===== config.mk =====
export PLATFORM = sky130hd
export DESIGN_NAME = axis_multi_ch_logger
export DESIGN_NICKNAME = d
export VERILOG_FILES = /design/src/rtl/axis_log_pkg.sv /design/src/rtl/axis_log_fifo.sv /design/src/rtl/axis_multi_ch_logger.sv
export SDC_FILE = /design/constraint.sdc
export NUM_CORES = 2
export LEC_CHECK = 0
export ABC_CLOCK_PERIOD_IN_PS = 5920
export BUFFER_PORTS_ARGS = -buffer_cell sky130_fd_sc_hd__buf_4
export CORE_MARGIN = 5
export CORE_UTILIZATION = 40
export CTS_CLUSTER_SIZE = 16
export DETAILED_ROUTE_END_ITERATION = 6
export SKIP_LAST_GASP = 1
export SLEW_MARGIN = 10
export SYNTH_ARGS = -nofsm -noshare
export SYNTH_HDL_FRONTEND = slang
export SYNTH_SLANG_ARGS = --single-unit

===== constraint.sdc =====
create_clock -name Clk -period 5.92 [get_ports Clk]
set_input_delay 0 -clock Clk [delete_from_list [all_inputs] [get_ports Clk]]
set_output_delay 0 -clock Clk [all_outputs]
set_load 0.03 [all_outputs]

===== src/rtl/axis_log_pkg.sv =====
// axis_log_pkg: shared types and helpers for the multi-channel AXI-stream logger.
//   - log_state_e : output FSM states
//   - HDR_MARKER  : marker byte placed in bits [31:24] of every header word
//   - build_hdr() : assembles the 32-bit header word {marker, channel, pkt_idx}
//   - ptr_w()     : pointer/index width for a table of n entries (min 1)
package axis_log_pkg;

  localparam logic [7:0] HDR_MARKER = 8'hA5;

  typedef enum logic [1:0] {
    ST_IDLE = 2'd0,
    ST_HDR  = 2'd1,
    ST_TS   = 2'd2,
    ST_DATA = 2'd3
  } log_state_e;

  function automatic int ptr_w(input int n);
    return (n <= 2) ? 1 : $clog2(n);
  endfunction

  function automatic logic [31:0] build_hdr(input logic [7:0] ch, input logic [15:0] idx);
    return {HDR_MARKER, ch, idx};
  endfunction

endpackage


===== src/rtl/axis_log_fifo.sv =====
// axis_log_fifo: single-channel first-word-fall-through FIFO of {last, data}
// that also tracks how many complete packets it currently holds.
// Ports:
//   Clk, Rst            clock, async active-low reset (flushes the FIFO)
//   wr_data/last/valid  write side; wr_ready = !full (no pass-through when full)
//   rd_en               pop the head (ignored while empty)
//   rd_data/rd_last     head entry, valid whenever !empty
//   empty, full         occupancy flags
//   pkt_cnt             number of stored packets whose last beat is buffered
module axis_log_fifo
  import axis_log_pkg::*;
#(
  parameter int BW_DATA = 32,
  parameter int DEPTH   = 16
) (
  input  logic                     Clk,
  input  logic                     Rst,
  input  logic [BW_DATA-1:0]       wr_data,
  input  logic                     wr_last,
  input  logic                     wr_valid,
  output logic                     wr_ready,
  input  logic                     rd_en,
  output logic [BW_DATA-1:0]       rd_data,
  output logic                     rd_last,
  output logic                     empty,
  output logic                     full,
  output logic [$clog2(DEPTH):0]   pkt_cnt
);

  localparam int AW = ptr_w(DEPTH);

  logic [BW_DATA:0] mem [DEPTH];
  logic [AW-1:0]    wr_ptr, rd_ptr;
  logic [AW:0]      count;
  logic             wr, rd;

  assign full     = (count == (AW+1)'(DEPTH));
  assign empty    = (count == '0);
  assign wr_ready = !full;
  assign wr       = wr_valid && !full;
  assign rd       = rd_en && !empty;
  assign {rd_last, rd_data} = mem[rd_ptr];

  always_ff @(posedge Clk)
    if (wr) mem[wr_ptr] <= {wr_last, wr_data};

  always_ff @(posedge Clk or negedge Rst) begin
    if (!Rst) begin
      wr_ptr  <= '0;
      rd_ptr  <= '0;
      count   <= '0;
      pkt_cnt <= '0;
    end else begin
      if (wr) wr_ptr <= wr_ptr + AW'(1);
      if (rd) rd_ptr <= rd_ptr + AW'(1);
      count <= count + (AW+1)'(wr) - (AW+1)'(rd);
      // a packet arriving and one leaving in the same cycle cancel out
      case ({wr && wr_last, rd && rd_last})
        2'b10:   pkt_cnt <= pkt_cnt + (AW+1)'(1);
        2'b01:   pkt_cnt <= pkt_cnt - (AW+1)'(1);
        default: ;
      endcase
    end
  end

endmodule


===== src/rtl/axis_multi_ch_logger.sv =====
// axis_multi_ch_logger: buffers NUM_CH AXI-stream inputs in per-channel FIFOs
// and emits complete packets one at a time, round-robin, on a single output.
// Each packet is preceded by a header {8'hA5, channel, pkt_idx[15:0]}.
// Build option: define AXIS_LOG_TS_EN to add a free-running 32-bit cycle
// counter whose value (latched at selection) follows the header as a TS word.
// Ports:
//   Clk, Rst                      clock, async active-low reset
//   s_data/s_valid/s_last/s_ready per-channel input streams (channel c in
//                                 s_data[c*BW_DATA +: BW_DATA])
//   m_data/m_valid/m_last/m_ready merged output stream (m_last on payload only)
module axis_multi_ch_logger
  import axis_log_pkg::*;
#(
  parameter int BW_DATA = 32,
  parameter int NUM_CH  = 4,
  parameter int DEPTH   = 16
) (
  input  logic                      Clk,
  input  logic                      Rst,
  input  logic [NUM_CH*BW_DATA-1:0] s_data,
  input  logic [NUM_CH-1:0]         s_valid,
  input  logic [NUM_CH-1:0]         s_last,
  output logic [NUM_CH-1:0]         s_ready,
  output logic [BW_DATA-1:0]        m_data,
  output logic                      m_valid,
  output logic                      m_last,
  input  logic                      m_ready
);

  localparam int CW = ptr_w(NUM_CH);
  localparam int AW = ptr_w(DEPTH);

  logic [NUM_CH-1:0][BW_DATA-1:0] head_data;
  logic [NUM_CH-1:0][AW:0]        pkt_cnt;
  logic [NUM_CH-1:0][15:0]        pkt_idx;
  logic [NUM_CH-1:0]              head_last, empty, full, rd_en, elig;
  log_state_e                     state;
  logic [CW-1:0]                  sel, rr_ptr, nxt_ch;
  logic [CW:0]                    cand;
  logic                           nxt_vld, hs;

  assign hs = m_valid && m_ready;

  generate
    for (genvar c = 0; c < NUM_CH; c++) begin : g_ch
      axis_log_fifo #(.BW_DATA(BW_DATA), .DEPTH(DEPTH)) u_fifo (
        .Clk      (Clk),
        .Rst      (Rst),
        .wr_data  (s_data[c*BW_DATA +: BW_DATA]),
        .wr_last  (s_last[c]),
        .wr_valid (s_valid[c]),
        .wr_ready (s_ready[c]),
        .rd_en    (rd_en[c]),
        .rd_data  (head_data[c]),
        .rd_last  (head_last[c]),
        .empty    (empty[c]),
        .full     (full[c]),
        .pkt_cnt  (pkt_cnt[c])
      );
      // full lets an oversize packet start streaming before its last beat lands
      assign elig[c]  = (pkt_cnt[c] != '0) || full[c];
      assign rd_en[c] = (state == ST_DATA) && (sel == CW'(c)) && m_ready;
    end
  endgenerate

  // Round-robin pick: scan from rr_ptr upward (mod NUM_CH); descending loop
  // so the smallest offset from rr_ptr wins.
  always_comb begin
    nxt_vld = 1'b0;
    nxt_ch  = '0;
    cand    = '0;
    for (int i = NUM_CH-1; i >= 0; i--) begin
      cand = (CW+1)'(rr_ptr) + (CW+1)'(i);
      if (cand >= (CW+1)'(NUM_CH)) cand = cand - (CW+1)'(NUM_CH);
      if (elig[cand[CW-1:0]]) begin
        nxt_vld = 1'b1;
        nxt_ch  = cand[CW-1:0];
      end
    end
  end

  always_ff @(posedge Clk or negedge Rst) begin
    if (!Rst) begin
      state  <= ST_IDLE;
      sel    <= '0;
      rr_ptr <= '0;
    end else begin
      case (state)
        ST_IDLE:
          if (nxt_vld) begin
            state  <= ST_HDR;
            sel    <= nxt_ch;
            rr_ptr <= (nxt_ch == CW'(NUM_CH-1)) ? '0 : nxt_ch + CW'(1);
          end
        ST_HDR:
          if (m_ready) begin
`ifdef AXIS_LOG_TS_EN
            state <= ST_TS;
`else
            state <= ST_DATA;
`endif
          end
        ST_TS:
          if (m_ready) state <= ST_DATA;
        ST_DATA:
          if (hs && m_last) state <= ST_IDLE;
        default: state <= ST_IDLE;
      endcase
    end
  end

  always_ff @(posedge Clk or negedge Rst) begin
    if (!Rst)
      pkt_idx <= '0;
    else if (state == ST_DATA && hs && m_last)
      pkt_idx[sel] <= pkt_idx[sel] + 16'd1;
  end

`ifdef AXIS_LOG_TS_EN
  logic [31:0] ts_cnt, ts_lat;

  always_ff @(posedge Clk or negedge Rst) begin
    if (!Rst) begin
      ts_cnt <= '0;
      ts_lat <= '0;
    end else begin
      ts_cnt <= ts_cnt + 32'd1;
      if (state == ST_IDLE && nxt_vld) ts_lat <= ts_cnt;
    end
  end
`endif

  // Outputs decode from registered state only, so they hold while stalled.
  always_comb begin
    m_valid = 1'b0;
    m_last  = 1'b0;
    m_data  = '0;
    case (state)
      ST_HDR: begin
        m_valid      = 1'b1;
        m_data[31:0] = build_hdr(8'(sel), pkt_idx[sel]);
      end
`ifdef AXIS_LOG_TS_EN
      ST_TS: begin
        m_valid      = 1'b1;
        m_data[31:0] = ts_lat;
      end
`endif
      ST_DATA: begin
        m_valid = !empty[sel];
        m_data  = head_data[sel];
        m_last  = head_last[sel];
      end
      default: ;
    endcase
  end

endmodule

Word level (Yosys, flattened, before mapping)
Memory sizes are Yosys's and may differ from the RTL's.
Index checks and enable logic that the tools add are counted.
{"block": "classes", "mux": 51, "reduce_logical": 59, "order_cmp": 10, "add_sub_neg": 33, "n_eq_ne": 22}
{"cell": "binary-select mux 32 bit (select 2 bit)", "count": 1}
{"cell": "bitwise mux 64 bit", "count": 1}
{"cell": "case mux 32 bit (2 select lines)", "count": 1}
{"cell": "case mux 5 bit (2 select lines)", "count": 4}
{"cell": "adder 4 x 1 -> 4 bit, second input constant", "count": 8}
{"cell": "binary-select mux 16 bit (select 2 bit)", "count": 1}
{"cell": "demux 16 bit (select 2 bit)", "count": 1}
{"cell": "two-way mux 16 bit", "count": 2}
{"cell": "two-way mux 32 bit", "count": 1}
{"cell": "logical AND 1 bit", "count": 29}
{"cell": "two-way mux 2 bit", "count": 12}
{"cell": "adder 5 x 1 -> 5 bit", "count": 4}
{"cell": "adder 5 x 1 -> 5 bit, second input constant", "count": 4}
{"cell": "equality test 5 bit, second input constant", "count": 4}
{"cell": "zero test 5 bit", "count": 4}
{"cell": "nonzero test 5 bit", "count": 4}
{"cell": "subtractor 5 x 1 -> 5 bit", "count": 4}
{"cell": "subtractor 5 x 1 -> 5 bit, second input constant", "count": 4}
{"cell": "two-way mux 1 bit", "count": 19}
{"cell": "equality test 2 bit, second input constant", "count": 9}
{"cell": "adder 16 x 1 -> 16 bit, second input constant", "count": 1}
{"cell": "less-than comparator 2 x 3 -> 1 bit, second input constant", "count": 5}
{"cell": "binary-select mux 1 bit (select 2 bit)", "count": 6}
{"cell": "equality test 2 x 1 -> 1 bit, second input constant", "count": 6}
{"cell": "18 further kinds", "count": 40}
{"block": "totals", "n_memories": 4, "elab_cells": 202, "input_bits": 139, "ram_bits": 2112, "register_bits": 142, "out_inout_bits": 38}
{"name": "g_ch[0].u_fifo.mem", "words": 16, "width": 33, "rd": 1, "rd_clocked_by_memory_dff": 0, "write_ports": 1, "line_no": "axis_log_fifo.sv:32", "rtl": "logic [BW_DATA:0] mem [DEPTH];"}
{"name": "g_ch[1].u_fifo.mem", "words": 16, "width": 33, "rd": 1, "rd_clocked_by_memory_dff": 0, "write_ports": 1, "line_no": "axis_log_fifo.sv:32"}
{"name": "g_ch[2].u_fifo.mem", "words": 16, "width": 33, "rd": 1, "rd_clocked_by_memory_dff": 0, "write_ports": 1, "line_no": "axis_log_fifo.sv:32"}
{"name": "g_ch[3].u_fifo.mem", "words": 16, "width": 33, "rd": 1, "rd_clocked_by_memory_dff": 0, "write_ports": 1, "line_no": "axis_log_fifo.sv:32"}

Logic depth before layout (Yosys ltp)
{"block": "logic_depth", "word_depth": 11, "depth_mapped": 17, "mapped_depth_nobuf": 16}

Cells and area by module
A second synthesis with hierarchy kept.
{"block": "unflattened", "cells_unflattened": 4173, "area_unflattened_um2": 88198.3}
{"module": "axis_log_fifo (g_ch[2].u_fifo ...)", "cells_per_inst": 939, "area_per_inst_um2": 20910.1, "instances": 2, "seq_area_each_um2": 16305.6}
{"module": "axis_log_fifo (g_ch[0].u_fifo)", "cells_per_inst": 941, "area_per_inst_um2": 20930.1, "instances": 1, "seq_area_each_um2": 16305.6}
{"module": "axis_log_fifo (g_ch[1].u_fifo)", "cells_per_inst": 939, "area_per_inst_um2": 20906.3, "instances": 1, "seq_area_each_um2": 16305.6}
{"module": "axis_multi_ch_logger", "cells_per_inst": 415, "area_per_inst_um2": 4541.9, "instances": 1, "seq_area_each_um2": 1751.7}

Worst setup path before layout
Ideal clock, no wire load.
{"block": "synth_path", "kind": "reg2reg", "startpoint": "register g_ch[1].u_fifo.count[2]", "endpoint": "memory g_ch[1].u_fifo.mem[0][0] (netlist name) (enable)", "setup_time_ps": 506, "t_required_ps": 5414, "arrival_ps": 4067, "setup_slack_ps": 1347, "n_path_buf": 0, "stages_incl_launch_ff": 7, "synth_period_minus_slack_ps": 4573, "path_cell_list": "dfrtp_1 inv_1 ha_1 nor4bb_1 inv_1 nand2_1 nor4_1"}
{"block": "synth_via", "elab_chain_cells": 5}
{"element": "start: declaration", "line_no": "axis_log_fifo.sv:34", "rtl": "logic [AW:0] count;"}
{"element": "start signal: assignment", "line_no": "axis_log_fifo.sv:56", "rtl": "count <= count + (AW+1)'(wr) - (AW+1)'(rd);"}
{"element": "equality test 5 bit", "line_no": "axis_log_fifo.sv:37", "rtl": "assign full = (count == (AW+1)'(DEPTH));"}
{"element": "zero test 1 bit"}
{"element": "via g_ch[1].u_fifo.wr_ready", "line_no": "axis_log_fifo.sv:21", "rtl": "output logic wr_ready,"}
{"element": "logical AND 1 bit", "line_no": "axis_log_fifo.sv:40", "rtl": "assign wr = wr_valid && !full;"}
{"element": "two-way mux 1 bit", "line_no": "axis_log_fifo.sv:45", "rtl": "if (wr) mem[wr_ptr] <= {wr_last, wr_data};"}
{"element": "two-way mux 1 bit (implied by the code)", "line_no": "axis_log_fifo.sv:45"}
{"element": "end: declaration", "line_no": "axis_log_fifo.sv:32"}
The timed path passes the listed nets, and every way through them passes these cells.

Worst setup path in the final report
{"block": "layout_path", "startpoint": "register g_ch[0].u_fifo.rd_ptr[0]", "endpoint": "output m_data[1]"}
{"block": "layout_via", "elab_chain_cells": 4}
{"element": "start: declaration", "line_no": "axis_log_fifo.sv:33", "rtl": "logic [AW-1:0] wr_ptr, rd_ptr;"}
{"element": "start signal: assignment", "line_no": "axis_log_fifo.sv:55", "rtl": "if (rd) rd_ptr <= rd_ptr + AW'(1);"}
{"element": "memory (16 x 33 bit)"}
{"element": "binary-select mux 32 bit (select 2 bit)", "line_no": "axis_multi_ch_logger.sv:151", "rtl": "m_data = head_data[sel];"}
{"element": "two-way mux 32 bit (implied by the code)", "line_no": "axis_multi_ch_logger.sv:151"}
{"element": "case mux 32 bit (2 select lines)", "line_no": "axis_multi_ch_logger.sv:138", "rtl": "case (state)"}
{"element": "end: declaration", "line_no": "axis_multi_ch_logger.sv:24", "rtl": "output logic [BW_DATA-1:0] m_data,"}
Every way passes these cells. The select of a mux whose other input is x is not followed.

==> flow_results.org <==
** Floorplanning
- During I/O placement, the number of pins put on the boundary was 177.
- The initial utilization of the core area, before any placement, comes to 40.25%.
- Placeable Area :: 220,200 sq um
- The die covers 231,000 sq um.
- X dimension of the die :: 480.7 microns
- The initialized floorplan defines 172 standard-cell rows.
- Die span in y :: 480.7 microns

** Detailed routing
- The detail route stage leaves a number of antenna-violating nets equal to 0.
- Dividing the detail-routed via count by the number of cells gives 5.538.
- Wires add up to 221.3 mm.
- Via count :: 41,726
- Before antenna repair, the detailed router went through 5 iterations.
- Drt wl/cell :: 29.38 microns
- For this block, the initial DRC count from the detailed router was 3,826.
- For this run, design rule violations remaining after detail routing come to 0.

** Setup path
- Most Frequent Cell on Critical Path :: sky130_fd_sc_hd__mux4_2
- The critical path goes through buf_12, mux4_2, mux4_2, mux2i_1, o21ai_0, buf_4.
- Highest fanout seen on the critical path :: 42
- The worst setup path is captured at an output port.
- Data arrival time at the worst-slack endpoint :: 4900 ps
- Worst path required time :: 5920 ps
- Cell with the biggest individual delay on the critical path :: sky130_fd_sc_hd__dfrtp_4
- STA classifies the critical path startpoint as a register.
- The critical path is of the register to output port type.
- Setup slack on the worst reg-to-reg path comes out at 1780 ps.
- Largest stage delay on the critical path :: 990 ps

** Timing
- The worst path uses 82.72% of the clock period.
- Least-Margin Pin Slew :: 1239 ps
- Setup violations remaining at the end of the flow were counted as 0.
- Clock skew on the completed layout was measured at 33.12 ps.
- Setup TNS after final layout :: 0 ps
- Remaining max-slew budget at the tightest pin :: 16.50%
- The tightest hold path in the finished design has a slack of 56.06 ps.
- The max-slew violation count was 0.
- Counting I/O delays and the setup requirement, the final critical path takes 4897 ps.
- Final hold viol count :: 0
- RSZ-0062 raised after global routing :: false
- Fmax :: 0.2042 GHz

** Place
- Once placement finished, the instance area stood at 94,170 sq um.
- Port buffering added 176 buffers.
- Routability-driven placement finished with a final weighted congestion of 0.7878.
- Half-perimeter wire length of the detailed placement result :: 128.1 mm
- Cells after DPL :: 6,915

** Cells and area
- Footprint of the multi-input gates :: 20,790 sq um
- The library cell used most frequently in the layout, excluding fill and tap cells, is sky130_fd_sc_hd__edfxtp_1.
- FF/Latch Area :: 67,020 sq um
- Of the cells placed in the final design, the portion with a size suffix greater than 1 is 32.10%.
- The top cell types in the final layout, fill and taps aside, are 2,112 x sky130_fd_sc_hd__edfxtp_1, 680 x sky130_fd_sc_hd__mux4_2, 290 x sky130_fd_sc_hd__buf_4.
- The net count of the finished layout is 4,577.
- Syn-to-layout area delta :: 16.45%
- After filler insertion, the fill cell instance count of the layout stands at 17,964.
- Final Instance Area :: 103,200 sq um
- After the flow finishes, the layout carries non-filler instances totaling 7,535.
- Measured on the finished design, the core utilization comes to 46.87%.

** Clock network
- Clock tree synthesis selected as its root buffer the cell sky130_fd_sc_hd__clkbuf_16.
- Total CTS buffers :: 220
- Clock buffer depth :: 3
- Insertion delay of the later-clocked pin in the worst-skew pair :: 850 ps
- After clock tree synthesis, the clock-pin slew on the worst setup and hold paths is 60 ps.
- In this run the number of H-tree levels came out at 4.
- CTS tree :: yes
- Number of clock sinks seen by CTS :: 2,254
- Post-CTS Setup Bufs :: 0

** Power
- Internal power of the cells :: 33.20 mW
- Combinational share of power :: 28.9%
- The clock network accounts for 28.6% of the total power.
- Sw Ratio :: 30.99%
- Leakage power summed over all cells :: 33.37 nW
- Sequential cells burn 42.6% of the power.
- In this run the power spent charging and discharging nets is 14.91 mW.
- Dividing total power by cell area gives a power density of 466.2 nW/um^2.
- Maximum VDD drop :: 0.2835 mV

** Logic synthesis
- After Yosys synthesis, full adders, half adders and majority gates account for 1.084% of the synthesized area.
- Summing the areas of all and, or, nand and nor instances in the mapped netlist gives 1.494% of the synthesized area.
- After Yosys synthesis, XOR and XNOR cells account for 0.7413% of the synthesized area.
- Warnings from Yosys :: 0
- Counting distinct cell types in the post-synthesis netlist gives 68.
- Synth Instances :: 3,854
- Combinational family with the most area after synthesis :: multiplexers
- Of all flip-flops after synthesis, the portion carrying an async set or reset was 6.300%.
- Among all flip-flop cells after synthesis, the most frequent one is sky130_fd_sc_hd__edfxtp_1.
- Fraction of the mapped netlist area in compound gates :: 0.9488%
- Register bit count reported by yosys :: 2,254
- A synthesized cell averages 22.99 sq um.
- Yosys mapped a number of flops with a built-in enable equal to 2,112.
- Summing the sequential cell areas from Yosys gives 75.58% of the chip area.
- Number of nets in the synthesized netlist :: 4,065
- Area of the mapped netlist :: 88,610 sq um
- Multiplexer cells account for 18.76% of the synthesized area.

** Outcome
- Outcome :: complete, no violations

** Global routing
- Maximum number of pins on one net before global-route repair :: 84
- GR Util met3 :: 3.469%
- The first global-routing pass estimated 317.2 mm of wire.
- Global routing used 26.01% of the available met1 tracks.
- Global routing consumed, on the met2 layer, 31.71% of the routing resources.
- GRT Overall Usage :: 19.05%
- Vias in the first global route :: 43,197
- Initial antenna violation count :: 36
- Global-route layer with the greatest usage :: met2
- Global routing finished with a remaining overflow of 0.

** Worst hold path
- HP Class :: primary input to register

** Run
- The tool flagged a number of max-cap violations equal to 0.
## routing by layer
layer  share of wire [%]  wire (microns)  vias to the layer above
met5               0.055             121                        -
met4                 2.7            5887                       20
met3                 5.9           12970                      277
met2                  50          110800                     1251
met1                  41           91550                    22870
li1                    -               -                    17308
## final timing paths
check / startpoint / endpoint / depth (start not counted)
setup / recovery: g_ch[0].u_fifo.rd_ptr[0]$_DFFE_PN0P_ / m_data[1] / 6
hold / removal: s_data[1] / g_ch[0].u_fifo.mem[0][1]$_DFFE_PP_ / 2
setup reg to reg: g_ch[0].u_fifo.rd_ptr[1]$_DFFE_PN0P_ / g_ch[0].u_fifo.pkt_cnt[4]$_DFFE_PN0P_ / 14
hold reg to reg: g_ch[3].u_fifo.pkt_cnt[4]$_DFFE_PN0P_ / g_ch[3].u_fifo.pkt_cnt[4]$_DFFE_PN0P_ / 1
max in group asynchronous: Rst / g_ch[1].u_fifo.rd_ptr[0]$_DFFE_PN0P_ / 4
min in group asynchronous: Rst / g_ch[2].u_fifo.wr_ptr[0]$_DFFE_PN0N_ / 4
## registers in the layout (all words and copies together), names as in the netlist
signal / count
g_ch.u_fifo.mem: 2112
rr_ptr: 2
g_ch.u_fifo.wr_ptr: 16
state: 2
g_ch.u_fifo.pkt_cnt: 20
g_ch.u_fifo.rd_ptr: 16
sel: 2
g_ch.u_fifo.count: 20
pkt_idx: 64
## cells by family after synthesis
logic type / after synthesis
compound gates: 134
xor+xnor: 75
fa+ha+maj: 72
buf+inv: 270
flops: 2254
mux: 790
simple gates: 259
## synthesized netlist by cell type, drive strengths merged, types with 8 or more instances
| library cell | n | area [sq um] |
|---|---|---|
| edfxtp | 2112 | 63420 |
| and2 | 23 | 143.9 |
| buf | 115 | 654.4 |
| inv | 70 | 262.8 |
| nand2 | 90 | 337.8 |
| nand2b | 8 | 50.05 |
| nor2 | 52 | 195.2 |
| ha | 64 | 800.8 |
| fa | 8 | 160.2 |
| a21o | 13 | 97.59 |
| nor3 | 25 | 125.1 |
| o21ai | 39 | 195.2 |
| nand3 | 9 | 45.04 |
| clkbuf | 83 | 311.6 |
| nor4 | 9 | 56.30 |
| a21oi | 52 | 271.5 |
| xor2 | 32 | 280.3 |
| mux4 | 680 | 15310 |
| xnor2 | 43 | 376.6 |
| mux2i | 36 | 360.4 |
| nand4 | 12 | 105.1 |
| mux2 | 74 | 945.9 |
| dfrtp | 142 | 3553 |
## power by group through the flow
| stage | clock, mW | combinational, mW | sequential, mW |
|---|---|---|---|
| global route | 14.7 | 14.7 | 20.7 |
| global placement | 0 | 13.9 | 20.8 |
| CTS | 14.0 | 14.2 | 20.5 |
| finish | 13.7 | 13.9 | 20.5 |
| detailed placement | 0 | 14.0 | 20.9 |
| floorplan | 0 | 9.47 | 19.9 |
## repair_timing
item                      in CTS  in global routing
resized for setup              0                  0
hold buffers                 187                  0
hold endpoints to repair    2268                  0
## cell type report
cell class / instances / share of cell area (%)
flip-flops and latches: 2254 / 64.95
inverters: 72 / 0.2643
clock buffers: 285 / 5.762
well taps: 2958 / 3.587
diodes: 25 / 0.06063
multi-input cells: 1330 / 20.15
clock inverters: 123 / 1.086
repair buffers: 488 / 4.146
## stage by stage
stage / setup WS [ps] / power [mW]
finish: 1023 / 48.10
global route: 678.9 / 50.09
CTS: 903.6 / 48.74
detailed placement: 1770 / 34.90
global placement: 1764 / 34.73
floorplan: 1347 / 29.40
## worst max-delay path, delay by kind of cell (launching register included)
kind	cells	cell delay, ps
multiplexers	3	1950
flip-flops	1	990
buffers and inverters	2	670
AO/OA/AOI/OAI	1	360
No activity file was read; power rests on OpenSTA's default activity.
